### src/rtl/sipo_rx_if.sv
// Serial-in / parallel-out link bundle: serial input side plus the valid/ready word output
// and the status pulses of the sipo_rx deserializer.
interface sipo_rx_if #(
    parameter int WIDTH = 4
);
    logic             ser_valid_i;
    logic             ser_data_i;
    logic             ready_i;
    logic [WIDTH-1:0] data_o;
    logic             valid_o;
    logic             busy_o;
    logic             frame_err_o;
    logic             overrun_o;
    logic             parity_err_o;

    modport slave (
        input  ser_valid_i, ser_data_i, ready_i,
        output data_o, valid_o, busy_o, frame_err_o, overrun_o, parity_err_o
    );

    modport master (
        output ser_valid_i, ser_data_i, ready_i,
        input  data_o, valid_o, busy_o, frame_err_o, overrun_o, parity_err_o
    );
endinterface

### src/rtl/sipo_rx.sv
// Serial-to-parallel receiver for the piso link: assembles WIDTH-bit words, flags truncation/overrun.
// Optional even-parity trailer bit enabled by defining SIPO_RX_PARITY_CHECK_EN.
//
// state | meaning
// IDLE  | waiting for bit 0 of a frame
// SHIFT | frame in progress, collecting bits 1..L-1
module sipo_rx #(
    parameter int WIDTH     = 4,
    parameter bit MSB_FIRST = 1'b1
) (
    input  logic      clk_i,
    input  logic      rst_n_i,
    input  logic      clear_i,
    sipo_rx_if.slave  bus
);
`ifdef SIPO_RX_PARITY_CHECK_EN
    localparam int L = WIDTH + 1;
`else
    localparam int L = WIDTH;
`endif
    localparam int CW = $clog2(L + 1);

    typedef enum logic {IDLE = 1'b0, SHIFT = 1'b1} state_t;

    state_t           state_q, state_d;
    logic [CW-1:0]    cnt_q, cnt_d;
    logic [WIDTH-1:0] shreg_q, shreg_d;
    logic [WIDTH-1:0] data_q, data_d;
    logic             valid_q, valid_d;
    logic             frame_err_q, frame_err_d;
    logic             overrun_q, overrun_d;
    logic [WIDTH-1:0] base, shifted, word;
    logic             last_bit, word_done;
`ifdef SIPO_RX_PARITY_CHECK_EN
    logic             parity_err_q, parity_err_d;
`endif

    // Bit 0 always starts from a clean register so stale bits never leak into a word.
    always_comb begin
        base    = (state_q == SHIFT) ? shreg_q : '0;
        shifted = MSB_FIRST ? {base[WIDTH-2:0], bus.ser_data_i}
                            : {bus.ser_data_i, base[WIDTH-1:1]};
`ifdef SIPO_RX_PARITY_CHECK_EN
        word    = shreg_q;
`else
        word    = shifted;
`endif
    end

    assign last_bit = (state_q == SHIFT) && (cnt_q == CW'(L - 1));

    always_comb begin
        state_d     = state_q;
        cnt_d       = cnt_q;
        shreg_d     = shreg_q;
        data_d      = data_q;
        valid_d     = valid_q;
        frame_err_d = 1'b0;
        overrun_d   = 1'b0;
        word_done   = 1'b0;
`ifdef SIPO_RX_PARITY_CHECK_EN
        parity_err_d = 1'b0;
`endif
        if (clear_i) begin
            state_d = IDLE;
            cnt_d   = '0;
            shreg_d = '0;
            valid_d = 1'b0;
        end else begin
            if (valid_q && bus.ready_i) valid_d = 1'b0;
            case (state_q)
                IDLE: begin
                    if (bus.ser_valid_i) begin
                        shreg_d = shifted;
                        cnt_d   = CW'(1);
                        state_d = SHIFT;
                    end
                end
                SHIFT: begin
                    if (bus.ser_valid_i) begin
                        if (last_bit) begin
                            state_d = IDLE;
                            cnt_d   = '0;
                            shreg_d = '0;
`ifdef SIPO_RX_PARITY_CHECK_EN
                            if (^{shreg_q, bus.ser_data_i}) parity_err_d = 1'b1;
                            else                            word_done    = 1'b1;
`else
                            word_done = 1'b1;
`endif
                        end else begin
                            shreg_d = shifted;
                            cnt_d   = cnt_q + CW'(1);
                        end
                    end else begin
                        frame_err_d = 1'b1;
                        state_d     = IDLE;
                        cnt_d       = '0;
                        shreg_d     = '0;
                    end
                end
                default: state_d = IDLE;
            endcase
            // A completed word can replace one being accepted this edge, but never an unaccepted one.
            if (word_done) begin
                if (valid_q && !bus.ready_i) begin
                    overrun_d = 1'b1;
                end else begin
                    data_d  = word;
                    valid_d = 1'b1;
                end
            end
        end
    end

    always_ff @(posedge clk_i or negedge rst_n_i) begin
        if (!rst_n_i) begin
            state_q     <= IDLE;
            cnt_q       <= '0;
            shreg_q     <= '0;
            data_q      <= '0;
            valid_q     <= 1'b0;
            frame_err_q <= 1'b0;
            overrun_q   <= 1'b0;
        end else begin
            state_q     <= state_d;
            cnt_q       <= cnt_d;
            shreg_q     <= shreg_d;
            data_q      <= data_d;
            valid_q     <= valid_d;
            frame_err_q <= frame_err_d;
            overrun_q   <= overrun_d;
        end
    end

`ifdef SIPO_RX_PARITY_CHECK_EN
    always_ff @(posedge clk_i or negedge rst_n_i) begin
        if (!rst_n_i) parity_err_q <= 1'b0;
        else          parity_err_q <= parity_err_d;
    end
    assign bus.parity_err_o = parity_err_q;
`else
    assign bus.parity_err_o = 1'b0;
`endif

    assign bus.data_o      = data_q;
    assign bus.valid_o     = valid_q;
    assign bus.busy_o      = (state_q == SHIFT);
    assign bus.frame_err_o = frame_err_q;
    assign bus.overrun_o   = overrun_q;
endmodule

### src/flat_wrapper.sv
// flat-port wrapper written by rule: the top's interface ports become plain ports
module sipo_rx_flat 
#(
    parameter int WIDTH     = 4,
    parameter bit MSB_FIRST = 1'b1
)
  (clk_i, rst_n_i, clear_i, bus_ser_valid_i, bus_ser_data_i, bus_ready_i, bus_data_o, bus_valid_o, bus_busy_o, bus_frame_err_o, bus_overrun_o, bus_parity_err_o);
  sipo_rx_if #(.WIDTH(WIDTH)) bus_i ();
  input  logic clk_i;
  input  logic rst_n_i;
  input  logic clear_i;
  input wire logic [$bits(bus_i.ser_valid_i)-1:0] bus_ser_valid_i;
  input wire logic [$bits(bus_i.ser_data_i)-1:0] bus_ser_data_i;
  input wire logic [$bits(bus_i.ready_i)-1:0] bus_ready_i;
  output wire logic [$bits(bus_i.data_o)-1:0] bus_data_o;
  output wire logic [$bits(bus_i.valid_o)-1:0] bus_valid_o;
  output wire logic [$bits(bus_i.busy_o)-1:0] bus_busy_o;
  output wire logic [$bits(bus_i.frame_err_o)-1:0] bus_frame_err_o;
  output wire logic [$bits(bus_i.overrun_o)-1:0] bus_overrun_o;
  output wire logic [$bits(bus_i.parity_err_o)-1:0] bus_parity_err_o;
  assign bus_i.ser_valid_i = bus_ser_valid_i;
  assign bus_i.ser_data_i = bus_ser_data_i;
  assign bus_i.ready_i = bus_ready_i;
  assign bus_data_o = bus_i.data_o;
  assign bus_valid_o = bus_i.valid_o;
  assign bus_busy_o = bus_i.busy_o;
  assign bus_frame_err_o = bus_i.frame_err_o;
  assign bus_overrun_o = bus_i.overrun_o;
  assign bus_parity_err_o = bus_i.parity_err_o;
  sipo_rx #(.WIDTH(WIDTH), .MSB_FIRST(MSB_FIRST)) u_core (.clk_i(clk_i), .rst_n_i(rst_n_i), .clear_i(clear_i), .bus(bus_i));
endmodule
### config.mk
export PLATFORM = sky130hd
export DESIGN_NAME = sipo_rx_flat
export DESIGN_NICKNAME = d
export VERILOG_FILES = /design/src/rtl/sipo_rx_if.sv /design/src/rtl/sipo_rx.sv /design/src/flat_wrapper.sv
export SDC_FILE = /design/constraint.sdc
export NUM_CORES = 1
export LEC_CHECK = 0
export BUFFER_PORTS_ARGS = -buffer_cell sky130_fd_sc_hd__buf_2
export CAP_MARGIN = 40
export CORE_UTILIZATION = 50
export CTS_BUF_LIST = sky130_fd_sc_hd__clkbuf_4 sky130_fd_sc_hd__clkbuf_8 sky130_fd_sc_hd__clkbuf_16
export CTS_CLUSTER_SIZE = 14
export DETAILED_ROUTE_END_ITERATION = 6
export PLACE_DENSITY_LB_ADDON = 0.2
export SYNTH_ARGS = -nofsm -noshare
export SYNTH_HDL_FRONTEND = slang
export SYNTH_SLANG_ARGS = --single-unit
### constraint.sdc
create_clock -name clk_i -period 1.9 [get_ports clk_i]
set_clock_uncertainty 0.1 [all_clocks]
set_input_delay 0.19 -clock clk_i [delete_from_list [all_inputs] [get_ports clk_i]]
set_output_delay 0.19 -clock clk_i [all_outputs]
set_load 0.02 [all_outputs]
# [Word level (Yosys, flattened, before mapping)]
# Index checks and enable logic that the tools add are counted.
[word_totals] word_cells=48 regBits=14 input_bits=6
[op_classes] n_eq_ne=2 n_addsub=1 bitwise=3 reduce_logical=5 n_mux=30
[op_table] operator="$mux W3" n=9
[op_table] operator="$mux W1" n=18
[op_table] operator="$pmux W3 S2" n=2
[op_table] operator="$add A3 B1 Y3 const B" n=1
[op_table] operator="$eq A3 B2 Y1 const B" n=1
[op_table] operator="$logic_and A1 B1 Y1" n=3
[op_table] operator="$ne A3 B3 Y1 const B" n=1
[op_table] operator="$not A1 Y1" n=3
[op_table] operator="$reduce_and A3 Y1" n=1
[op_table] operator="$pmux W1 S2" n=1
[op_table] operator="$logic_not A1 Y1" n=1

# [Logic depth before layout (Yosys ltp)]
# Gate-level depths: netlist of run 1.
[logic_depth] word_depth=8 ltp_mapped=4 ltp_nobuf=4

# [Least setup slack after synthesis of run 1]
# No wires, ideal clock.
[synth_timing] path_kind="register to register" start="register u_core.cnt_q[0]" end="register u_core.data_q[0] (netlist: u_core.bus.data_o[0])" stages_incl_launch_ff=5 arrival_time_ns=1.243 slack_ns=0.432 t_required_ns=1.675 period_less_slack_ns=1.468 path_cell_list="dfrtp_1 -> ha_1 -> and2b_2 -> nand4_4 -> mux2_4"
[synth_via] elab_chain_cells=7
[synth_lines] element="start: declaration" line="sipo_rx.sv:26" rtl="logic [CW-1:0] cnt_q, cnt_d;"
[synth_lines] element="start signal: assignment" line="sipo_rx.sv:127" rtl="cnt_q <= cnt_d;"
[synth_lines] element="$eq A3 B2 Y1" line="sipo_rx.sv:50" rtl="assign last_bit = (state_q == SHIFT) && (cnt_q == CW'(L - 1));"
[synth_lines] element="$logic_and A1 B1 Y1" line="sipo_rx.sv:50"
[synth_lines] element="$mux W1" line="sipo_rx.sv:81" rtl="if (last_bit) begin"
[synth_lines] element="$mux W1" line="sipo_rx.sv:80" rtl="if (bus.ser_valid_i) begin"
[synth_lines] element="$mux W1" line="sipo_rx.sv:71" rtl="case (state_q)"
[synth_lines] element="$mux W1" line="sipo_rx.sv:64" rtl="if (clear_i) begin"
[synth_lines] element="$reduce_and A3 Y1 (no line)"
[synth_lines] element="end signal: assignment" line="sipo_rx.sv:129" rtl="data_q <= data_d;"
[synth_lines] element="end: declaration" line="sipo_rx.sv:28" rtl="logic [WIDTH-1:0] data_q, data_d;"
# No other way between the ends. The select of a mux whose other input is x is not followed.
# A chain may end at the register's enable or synchronous reset.

# [Worst setup path after layout of run 1]
# Same ends and word-level chain as after synthesis.

==> results of run 1 <==
## layer usage
layer / routed length, µm / part of all wire / vias up
met3: 68 / 0.063 / 0
met1: 480 / 0.44 / 214
li1: - / - / 225
met5: 0 / 0 / -
met2: 533 / 0.49 / 15
met4: 0 / 0 / 0
## cells in the final DEF (no fill, tap or decap)
cell type	instances
a32oi_1	3
and2b_2	1
mux2i_1	4
and2_1	1
conb_1	1
buf_2	13
clkbuf_4	3
nor2b_1	1
inv_1	4
nand2_1	4
nand3_1	1
nor2_1	7
nor3_1	1
a21oi_1	2
ha_1	1
nor2b_4	1
o21ai_0	1
nor3b_1	1
nand4_4	1
dlygate4sd3_1	1
o22a_1	1
clkbuf_8	1
dfrtp_1	14
nand2b_1	3
mux2_4	1
o21a_1	1
## Yosys cell counts
cell	number	share of area
and2_1	1	0.0095
ha_1	1	0.019
mux2_4	1	0.023
buf_6	1	0.017
nor2b_1	1	0.0095
and2b_2	1	0.013
buf_2	1	0.0076
nand4_4	1	0.032
conb_1	1	0.0057
nor3b_1	1	0.011
nor2b_4	1	0.021
o21a_1	1	0.011
nand3_1	1	0.0076
a32oi_1	3	0.040
nor3_1	1	0.0076
mux2i_1	4	0.061
nor2_1	7	0.040
a21oi_1	2	0.015
dfrtp_1	14	0.53
inv_1	4	0.023
o21ai_0	1	0.0076
nand2_1	4	0.023
o22a_1	1	0.013
buf_4	2	0.023
nand2b_1	3	0.028
## registers in the layout, indices dropped and copies added (netlist names)
register,flops
u_core.bus.busy_o,1
u_core.bus.overrun_o,1
u_core.cnt_q,3
u_core.bus.data_o,4
u_core.bus.frame_err_o,1
u_core.shreg_q,3
u_core.bus.valid_o,1
## layout make-up
class	instances	area, µm²
inverter	4	15.0
timing repair buffer	14	75.1
tap	14	17.5
multi-input combinational	37	263
fill	109	414
sequential	14	350
clock buffer	4	36.3
## worst paths after layout
| check | startpoint | end | slack, ns |
|---|---|---|---|
| setup / recovery | u_core.cnt_q[0]$_DFFE_PN0P_ | u_core.bus.data_o[0]$_DFFE_PN0P_ | 0.37 |
| hold / removal | bus_ser_data_i | u_core.bus.data_o[0]$_DFFE_PN0P_ | 0.09 |
| setup reg to reg | u_core.cnt_q[0]$_DFFE_PN0P_ | u_core.bus.data_o[0]$_DFFE_PN0P_ | 0.37 |
| hold reg to reg | u_core.bus.data_o[3]$_DFFE_PN0P_ | u_core.bus.data_o[3]$_DFFE_PN0P_ | 0.42 |
| max in group asynchronous | rst_n_i | u_core.shreg_q[1]$_DFFE_PN0P_ | 1.24 |
| min in group asynchronous | rst_n_i | u_core.bus.overrun_o$_DFF_PN0_ | 0.22 |
## stage by stage
step,hold WS (ns),area [µm²],power [mW],std cells,util
2_1_floorplan,-0.206,659,0.354,59,-
3_3_place_gp,-0.00120,711,0.367,82,0.607
3_5_place_dp,-0.00239,711,0.369,82,0.607
4_1_cts,0.0867,757,0.579,87,0.646
5_1_grt,0.0799,757,0.602,87,0.646
6_report,0.0923,757,0.570,87,0.646
## power breakdown
part           switching, mW  total [mW]  internal, mW
clock network         0.0903       0.207         0.116
logic                 0.0310      0.0507        0.0196
registers            0.00722       0.312         0.305
## cell families after synthesis
| kind of cell | after synthesis |
|---|---|
| buffers and inverters | 8 |
| other | 1 |
| flip-flops | 14 |
| multiplexers | 5 |
| AO/OA/AOI/OAI | 8 |
| AND/OR/NAND/NOR | 22 |
| adder cells (fa/ha/maj) | 1 |
## timing repair
item                      CTS  global route
hold buffers                1             0
gates resized for setup     0             0
hold endpoints to repair   14             0
## worst max-delay path, stage by stage (launching register included)
cell,delay [ns]
dfrtp_1,0.40
ha_1,0.23
and2b_2,0.25
nand4_4,0.14
mux2_4,0.31
==> results.sh, run 1 <==
export IMPL_hold_class="in -> reg"
export IMPL_cap_violations=0
export IMPL_grt_total_usage=0.191
export IMPL_antenna_found_initial=0
export IMPL_synth_compound_area_share=0.0873
export IMPL_ys_ff_latch=14
export IMPL_drive_gt1_frac=0.288
export IMPL_clkSinkCount=14
export IMPL_syn_area_um2=659
export IMPL_cts_buffer_depth=2
export IMPL_finalNetCount=81
export IMPL_startpoint_type="flop"
export IMPL_hold_violations=0
export IMPL_cp_arrival_ns=1.60
export IMPL_tns_ns=0
export IMPL_synth_top_family_by_area="simple AND/OR/NAND/NOR gates"
export IMPL_globalplace_congestion=0.698
export IMPL_start_util=0.563
export IMPL_status="complete, no violations"
export IMPL_netlist_instances=59
export IMPL_drc=0
export IMPL_grtUsageMet2=0.305
export IMPL_post_dp_hpwl_um=843
export IMPL_rr_worst_depth=4
export IMPL_die_y_um=38.3
export IMPL_synth_xor_area_frac=0
export IMPL_grt_met3_usage=0.0872
export IMPL_synthToLayoutAreaGrowth_pct=14.8
export IMPL_leakage_nw=0.401
export IMPL_die_w_um=38.3
export IMPL_worst_ir_drop_vdd_v=0.000666
export IMPL_finalWorstSetupSlack_ns=0.365
export IMPL_insertedDiodeCount=0
export IMPL_synth_avg_cell_area_um2=11.2
export IMPL_use_met1=0.229
export IMPL_slew_violations=0
export IMPL_viasPerCell=5.22
export IMPL_ctsRootBufferMaster="clkbuf_4"
export IMPL_die_area_mm2=0.00147
export IMPL_synth_cell_types=25
export IMPL_wl_um=1080
export IMPL_rsz0062_at_grt="no"
export IMPL_yosysWarnings=0
export IMPL_drt_first_iter_violations=7
export IMPL_fmax_mhz=651
export IMPL_crit_type="reg -> reg"
export IMPL_dr_pass1_iters=4
export IMPL_ant_nets=0
export IMPL_cts_clk_slew_worst_paths_ns=0.08
export IMPL_finalSetupViolCount=0
export IMPL_cts_max_level=1
export IMPL_postCtsSetupRepairBufs=0
export IMPL_portBuffers=13
export IMPL_pwr_density_cell_mw_per_mm2=753
export IMPL_synth_net_count=66
export IMPL_insertion_delay_ns=0.27
export IMPL_synthSimpleGateAreaFrac=0.203
export IMPL_cp_max_fo=5
export IMPL_synthAdderAreaFrac=0.0190
export IMPL_grt_max_degree=15
export IMPL_grt_pass1_vias=461
export IMPL_ys_seq_area_frac=0.531
export IMPL_cts_tree="yes"
export IMPL_grt_pass1_wl_um=1840
export IMPL_critPathRequiredTime_ns=1.97
export IMPL_ios=15
export IMPL_fin_crit_sh=0.808
export IMPL_synthMuxAreaShare=0.0835
export IMPL_routedWlPerCell_um=12.4
export IMPL_design_core_area_mm2=0.00117
export IMPL_rows=12
export IMPL_crit_path_end_kind="flop"
export IMPL_pre_cts_ws_ns=0.366
export IMPL_fin_crit_ns=1.53
export IMPL_hold_depth=2
export IMPL_cts_buffers=3
export IMPL_vias=454
export IMPL_busiest_layer="met2"
export IMPL_grt_overflow=0
Power figures use the tool's default switching activity.
==> run 2: changes to the inputs <==
==> constraint.sdc (replaced) <==
create_clock -name clk_i -period 1.5 [get_ports clk_i]
set_clock_uncertainty 0.1 [all_clocks]
set_input_delay 0.15 -clock clk_i [delete_from_list [all_inputs] [get_ports clk_i]]
set_output_delay 0.15 -clock clk_i [all_outputs]
set_load 0.02 [all_outputs]
==> run 2 against run 1 <==
Against the previous run:
- sequential cell count unchanged
- setup slack worse by 0.31 ns
- wire length is 3.4% higher
- final cell count up 3.4%
- non-clock buffer count increased by 4
- sequential share of layout area decreased by 1.3 points
- largest power group unchanged
- highest routed layer is now met4
==> results.sh, run 2 (synthesized netlist as in run 1, its figures left out) <==
export IMPL_insertion_delay_ns=0.27
export IMPL_drt_first_iter_violations=7
export IMPL_start_util=0.563
export IMPL_startpoint_type="flop"
export IMPL_crit_type="reg -> reg"
export IMPL_slew_violations=0
export IMPL_cp_arrival_ns=1.51
export IMPL_cts_clk_slew_worst_paths_ns=0.08
export IMPL_antenna_found_initial=0
export IMPL_globalplace_congestion=0.744
export IMPL_rows=12
export IMPL_grt_pass1_vias=436
export IMPL_design_core_area_mm2=0.00117
export IMPL_insertedDiodeCount=0
export IMPL_grt_max_degree=15
export IMPL_drive_gt1_frac=0.329
export IMPL_ios=15
export IMPL_die_area_mm2=0.00147
export IMPL_placed_area_um2=726
export IMPL_cp_max_fo=4
export IMPL_vias=455
export IMPL_post_dp_hpwl_um=799
export IMPL_viasPerCell=5.06
export IMPL_leakage_nw=0.412
export IMPL_pwr_density_cell_mw_per_mm2=867
export IMPL_worst_ir_drop_vdd_v=0.000441
export IMPL_dr_pass1_iters=3
export IMPL_finalNetCount=85
export IMPL_portBuffers=13
export IMPL_largest_reg_flops=4
export IMPL_cap_violations=0
export IMPL_ant_nets=0
export IMPL_final_cell_mix="dfrtp_1 (14), buf_2 (13), nor2_1 (7)"
export IMPL_rsz0062_at_grt="no"
export IMPL_drc=0
export IMPL_routedWlPerCell_um=12.4
export IMPL_cts_buffers=3
export IMPL_grt_pass1_wl_um=1900
export IMPL_grt_total_usage=0.198
export IMPL_clkSinkCount=14
export IMPL_layout_commonest_cell="dfrtp_1"
export IMPL_fin_crit_sh=0.963
export IMPL_finalSetupViolCount=0
export IMPL_critPathRequiredTime_ns=1.56
export IMPL_die_y_um=38.3
export IMPL_tns_ns=0
export IMPL_synthToLayoutAreaGrowth_pct=18.2
export IMPL_hold_violations=0
export IMPL_cts_tree="yes"
export IMPL_fin_crit_ns=1.44
export IMPL_crit_path_end_kind="flop"
export IMPL_status="complete, no violations"
export IMPL_die_w_um=38.3
export IMPL_hold_class="in -> reg"
export IMPL_cts_buffer_depth=2
export IMPL_wl_um=1120
export IMPL_finalInstanceArea_um2=779
export IMPL_cts_max_level=1
export IMPL_fmax_mhz=693
export IMPL_ctsRootBufferMaster="clkbuf_4"
export IMPL_grt_overflow=0
## run 2: changes by cell type in the layout (fill, tap and decap cells not counted), sizes merged
cell,before,now
clkbuf,4,3
buf,13,17
## run 2: per-layer routing
metal	global-route usage	routed length [µm]	up-vias
li1	-	-	229
met1	0.253	565	215
met2	0.301	507	9
met3	0.0523	30	2
met4	0.107	14	0
met5	0	0	-
## run 2: path summary, 6_finish.rpt
path / from / cells past startpoint / slack, ns / end
max: u_core.cnt_q[0]$_DFFE_PN0P_ / 4 / 0.06 / u_core.bus.data_o[0]$_DFFE_PN0P_
min: bus_ser_data_i / 2 / 0.04 / u_core.bus.data_o[0]$_DFFE_PN0P_
max reg2reg: u_core.cnt_q[0]$_DFFE_PN0P_ / 4 / 0.06 / u_core.bus.data_o[0]$_DFFE_PN0P_
min reg2reg: u_core.bus.data_o[0]$_DFFE_PN0P_ / 1 / 0.41 / u_core.bus.data_o[0]$_DFFE_PN0P_
max in group asynchronous: rst_n_i / 2 / 0.88 / u_core.shreg_q[2]$_DFFE_PN0P_
min in group asynchronous: rst_n_i / 2 / 0.19 / u_core.bus.overrun_o$_DFF_PN0_
## run 2: critical path, stage by stage, from the launching register on
cell     delay (ns)
dfrtp_1        0.40
ha_2           0.19
and2b_2        0.23
nand4_4        0.11
mux2_4         0.30
## run 2: metrics by stage
stage,std cells,total power [mW],hold WS [ns],util,worst slack [ns]
finish,90,0.676,0.0444,0.666,0.0560
global route,90,0.706,0.0416,0.666,0.0116
CTS,88,0.677,0.0428,0.647,0.00515
detailed placement,84,0.469,-0.0367,0.620,0.0275
global placement,84,0.467,-0.0444,0.620,0.0509
floorplan,59,0.448,-0.246,-,0.0321
## run 2: power by group
part	leakage (nW)	internal [mW]	switching [mW]
combinational	0.222	0.0292	0.0413
sequential	0.177	0.387	0.00811
clock	0.0138	0.0929	0.118
## run 2: cell type report
class / count / area [µm²]
inverter: 4 / 15.0
timing repair buffer: 18 / 109
clock buffer: 3 / 22.5
fill: 99 / 392
multi-input combinational: 37 / 265
tap: 14 / 17.5
sequential: 14 / 350
## run 2: timing repair
item,in CTS,in global routing
resized for setup,0,2
hold buffers,1,0
setup endpoints to repair,0,4
setup buffers,0,2
hold endpoints to repair,14,0
==> run 3: changes to the inputs <==
--- a/config.mk
+++ b/config.mk
@@ -5,13 +5,15 @@
 export SDC_FILE = /design/constraint.sdc
 export NUM_CORES = 1
 export LEC_CHECK = 0
+export ABC_AREA = 1
 export BUFFER_PORTS_ARGS = -buffer_cell sky130_fd_sc_hd__buf_2
 export CAP_MARGIN = 40
-export CORE_UTILIZATION = 50
+export CORE_UTILIZATION = 49
 export CTS_BUF_LIST = sky130_fd_sc_hd__clkbuf_4 sky130_fd_sc_hd__clkbuf_8 sky130_fd_sc_hd__clkbuf_16
 export CTS_CLUSTER_SIZE = 14
 export DETAILED_ROUTE_END_ITERATION = 6
 export PLACE_DENSITY_LB_ADDON = 0.2
+export SLEW_MARGIN = 0
 export SYNTH_ARGS = -nofsm -noshare
 export SYNTH_HDL_FRONTEND = slang
 export SYNTH_SLANG_ARGS = --single-unit
==> run 3 against run 2 <==
Against the previous run:
- wire length rose by 2.1%
- first-iteration DRC count did not move
- cell area fell by 2.6%
- largest power group unchanged
- non-clock buffer count fell by 2
- largest cell class unchanged
- critical path type is now reg -> out
- final cell count rose by 16%
==> results.sh, run 3 <==
export IMPL_post_dp_hpwl_um=821
export IMPL_critPathMaxStageDelay_ns=0.54
export IMPL_fillers=104
export IMPL_grt_overflow=0
export IMPL_largest_reg_flops=4
export IMPL_dr_pass1_iters=4
export IMPL_critPathRequiredTime_ns=1.25
export IMPL_drt_first_iter_violations=7
export IMPL_cts_buffer_depth=2
export IMPL_grt_total_usage=0.214
export IMPL_synth_avg_cell_area_um2=8.81
export IMPL_finalSetupViolCount=0
export IMPL_viasPerCell=4.88
export IMPL_rsz0062_at_grt="no"
export IMPL_vias=508
export IMPL_cts_tree="yes"
export IMPL_insertedDiodeCount=0
export IMPL_yosys_cell_count_top_type="nand2_1"
export IMPL_clkSinkCount=14
export IMPL_ys_ff_latch=14
export IMPL_synth_edff_count=0
export IMPL_cp_arrival_ns=1.05
export IMPL_ys_top_cells_by_area="dfrtp_1 (54%), nand2_1 (15%), nand4_1 (4.9%)"
export IMPL_hold_violations=0
export IMPL_die_y_um=38.2
export IMPL_pre_cts_ws_ns=0.220
export IMPL_regArea_um2=350
export IMPL_synth_cell_types=19
export IMPL_yosysWarnings=0
export IMPL_rr_worst_depth=6
export IMPL_cp_buffers_inverters=1
export IMPL_cts_resized_gates=0
export IMPL_ios=15
export IMPL_die_area_mm2=0.00146
export IMPL_cap_violations=0
export IMPL_netlist_instances=73
export IMPL_layout_commonest_cell="nand2_1"
export IMPL_cp_max_fo=9
export IMPL_grt_pass1_vias=483
export IMPL_synth_common_cells="nand2_1 (26), dfrtp_1 (14), inv_1 (7), nand4_1 (5), nor2_1 (4)"
export IMPL_wl_um=1140
export IMPL_rows=12
export IMPL_status="complete, no violations"
export IMPL_final_cell_mix="nand2_1 (26), dfrtp_1 (14), buf_2 (13)"
export IMPL_min_to="u_core.bus.frame_err_o$_DFF_PN0_"
export IMPL_hp_start="clear_i"
export IMPL_cts_clk_slew_worst_paths_ns=0.07
export IMPL_fmax_mhz=771
export IMPL_synthArstFlopShare=1.00
export IMPL_finalNetCount=99
export IMPL_fin_crit_ns=1.30
export IMPL_startpoint_type="flop"
export IMPL_finalWorstSetupSlack_ns=0.203
export IMPL_pwr_density_cell_mw_per_mm2=857
export IMPL_globalplace_congestion=0.797
export IMPL_hold_depth=2
export IMPL_design_core_area_mm2=0.00116
export IMPL_worst_ir_drop_vdd_v=0.000510
export IMPL_grt_max_degree=15
export IMPL_syn_area_um2=643
export IMPL_synth_net_count=80
export IMPL_synth_largest_area_cell="dfrtp_1"
export IMPL_ys_flop_type="dfrtp_1"
export IMPL_portBuffers=13
export IMPL_ys_seq_area_frac=0.545
export IMPL_routedWlPerCell_um=11.0
export IMPL_antenna_found_initial=0
export IMPL_start_util=0.556
export IMPL_synthToLayoutAreaGrowth_pct=18.1
export IMPL_cp_top_family="flip-flops"
export IMPL_insertion_delay_ns=0.28
export IMPL_r2r_end="u_core.bus.data_o[0]$_DFFE_PN0P_"
export IMPL_hold_class="in -> reg"
export IMPL_leakage_nw=0.451
export IMPL_grt_pass1_wl_um=2010
export IMPL_r2r_slack_ns=0.20
export IMPL_die_w_um=38.2
export IMPL_cts_max_level=1
export IMPL_drc=0
export IMPL_path_cells="buf_2"
export IMPL_crit_path_end_kind="output port"
export IMPL_fin_crit_sh=0.865
export IMPL_ant_nets=0
export IMPL_slowest_stage="dfrtp_1"
export IMPL_slew_violations=0
export IMPL_regToRegStartpoint="u_core.cnt_q[0]$_DFFE_PN0P_"
export IMPL_drive_gt1_frac=0.256
export IMPL_yosysTopAreaCellShare=0.545
export IMPL_tns_ns=0
export IMPL_postCtsSetupRepairBufs=0
export IMPL_cts_buffers=3
export IMPL_cts_hold_buf=3
export IMPL_crit_type="reg -> out"
export IMPL_multiInputGateArea_um2=240
export IMPL_ctsRootBufferMaster="clkbuf_4"
run 3: changes by cell type after synthesis, sizes merged, moves of 3 or more:
cell / change
nand2: +24
inv: +5
mux2i: -4
nand4: +4
a32oi: -3
nand2b: -3
run 3: worst reg2reg max path, cell delays in order (launching register included):
cell and delay (ns):
dfrtp_1 0.37, ha_1 0.27, nand2_4 0.08, nor2_4 0.14, nand3_2 0.11, nand2_1 0.08
nand2_1 0.04
run 3: layer usage:
metal,part of all wire,vias up,global-route usage
met2,0.45,15,0.318
met3,0.047,5,0.0523
li1,-,262,-
met1,0.47,226,0.260
met4,0.037,0,0.179
met5,0,-,0
run 3: worst max-delay path by stage:
stage	slack (ns)	to	depth (start not counted)	from
after floorplan	0.31	u_core.bus.data_o[0]$_DFFE_PN0P_	6	u_core.bus.busy_o$_DFF_PN0_
after global placement	0.27	u_core.bus.data_o[0]$_DFFE_PN0P_	6	u_core.cnt_q[0]$_DFFE_PN0P_
after detailed placement	0.22	u_core.bus.data_o[0]$_DFFE_PN0P_	6	u_core.cnt_q[0]$_DFFE_PN0P_
after CTS	0.19	u_core.bus.data_o[0]$_DFFE_PN0P_	6	u_core.cnt_q[0]$_DFFE_PN0P_
after global routing	0.09	u_core.bus.data_o[1]$_DFFE_PN0P_	6	u_core.cnt_q[0]$_DFFE_PN0P_
final	0.20	bus_busy_o	1	u_core.bus.busy_o$_DFF_PN0_
run 3: layout make-up:
cell class | instances | area share
Clock buffer | 3 | 0.0297
Inverter | 9 | 0.0445
Sequential cell | 14 | 0.461
Timing Repair Buffer | 16 | 0.125
Tap cell | 14 | 0.0231
Multi-Input combinational cell | 48 | 0.316
run 3: where the power goes:
| group | internal, mW | total [mW] | leakage [nW] | switching [mW] |
|---|---|---|---|---|
| clock | 0.0933 | 0.206 | 0.0138 | 0.113 |
| combinational | 0.0193 | 0.0548 | 0.245 | 0.0355 |
| sequential | 0.384 | 0.390 | 0.192 | 0.00691 |
| total | 0.496 | 0.651 | 0.451 | 0.155 |
run 3: through the flow:
| stage | instances | utilization | hold slack, ns | cell area [µm²] | power (mW) |
|---|---|---|---|---|---|
| 2_1_floorplan | 73 | - | -0.246 | 643 | 0.428 |
| 3_3_place_gp | 98 | 0.611 | -0.0447 | 707 | 0.445 |
| 3_5_place_dp | 98 | 0.611 | -0.0403 | 707 | 0.447 |
| 4_1_cts | 104 | 0.657 | 0.00812 | 759 | 0.658 |
| 5_1_grt | 104 | 0.657 | 0.0362 | 759 | 0.680 |
| 6_report | 104 | 0.657 | 0.00998 | 759 | 0.651 |
run 3: cell families (layout without fill, tap and decap cells):
kind of cell | count (synthesis) | in the layout | share of synthesized area
other cells | 1 | 1 | 0.00583
fa+ha+maj | 1 | 1 | 0.0195
compound gates | 4 | 4 | 0.0311
flops | 14 | 14 | 0.545
simple gates | 42 | 42 | 0.317
buf+inv | 11 | 28 | 0.0817
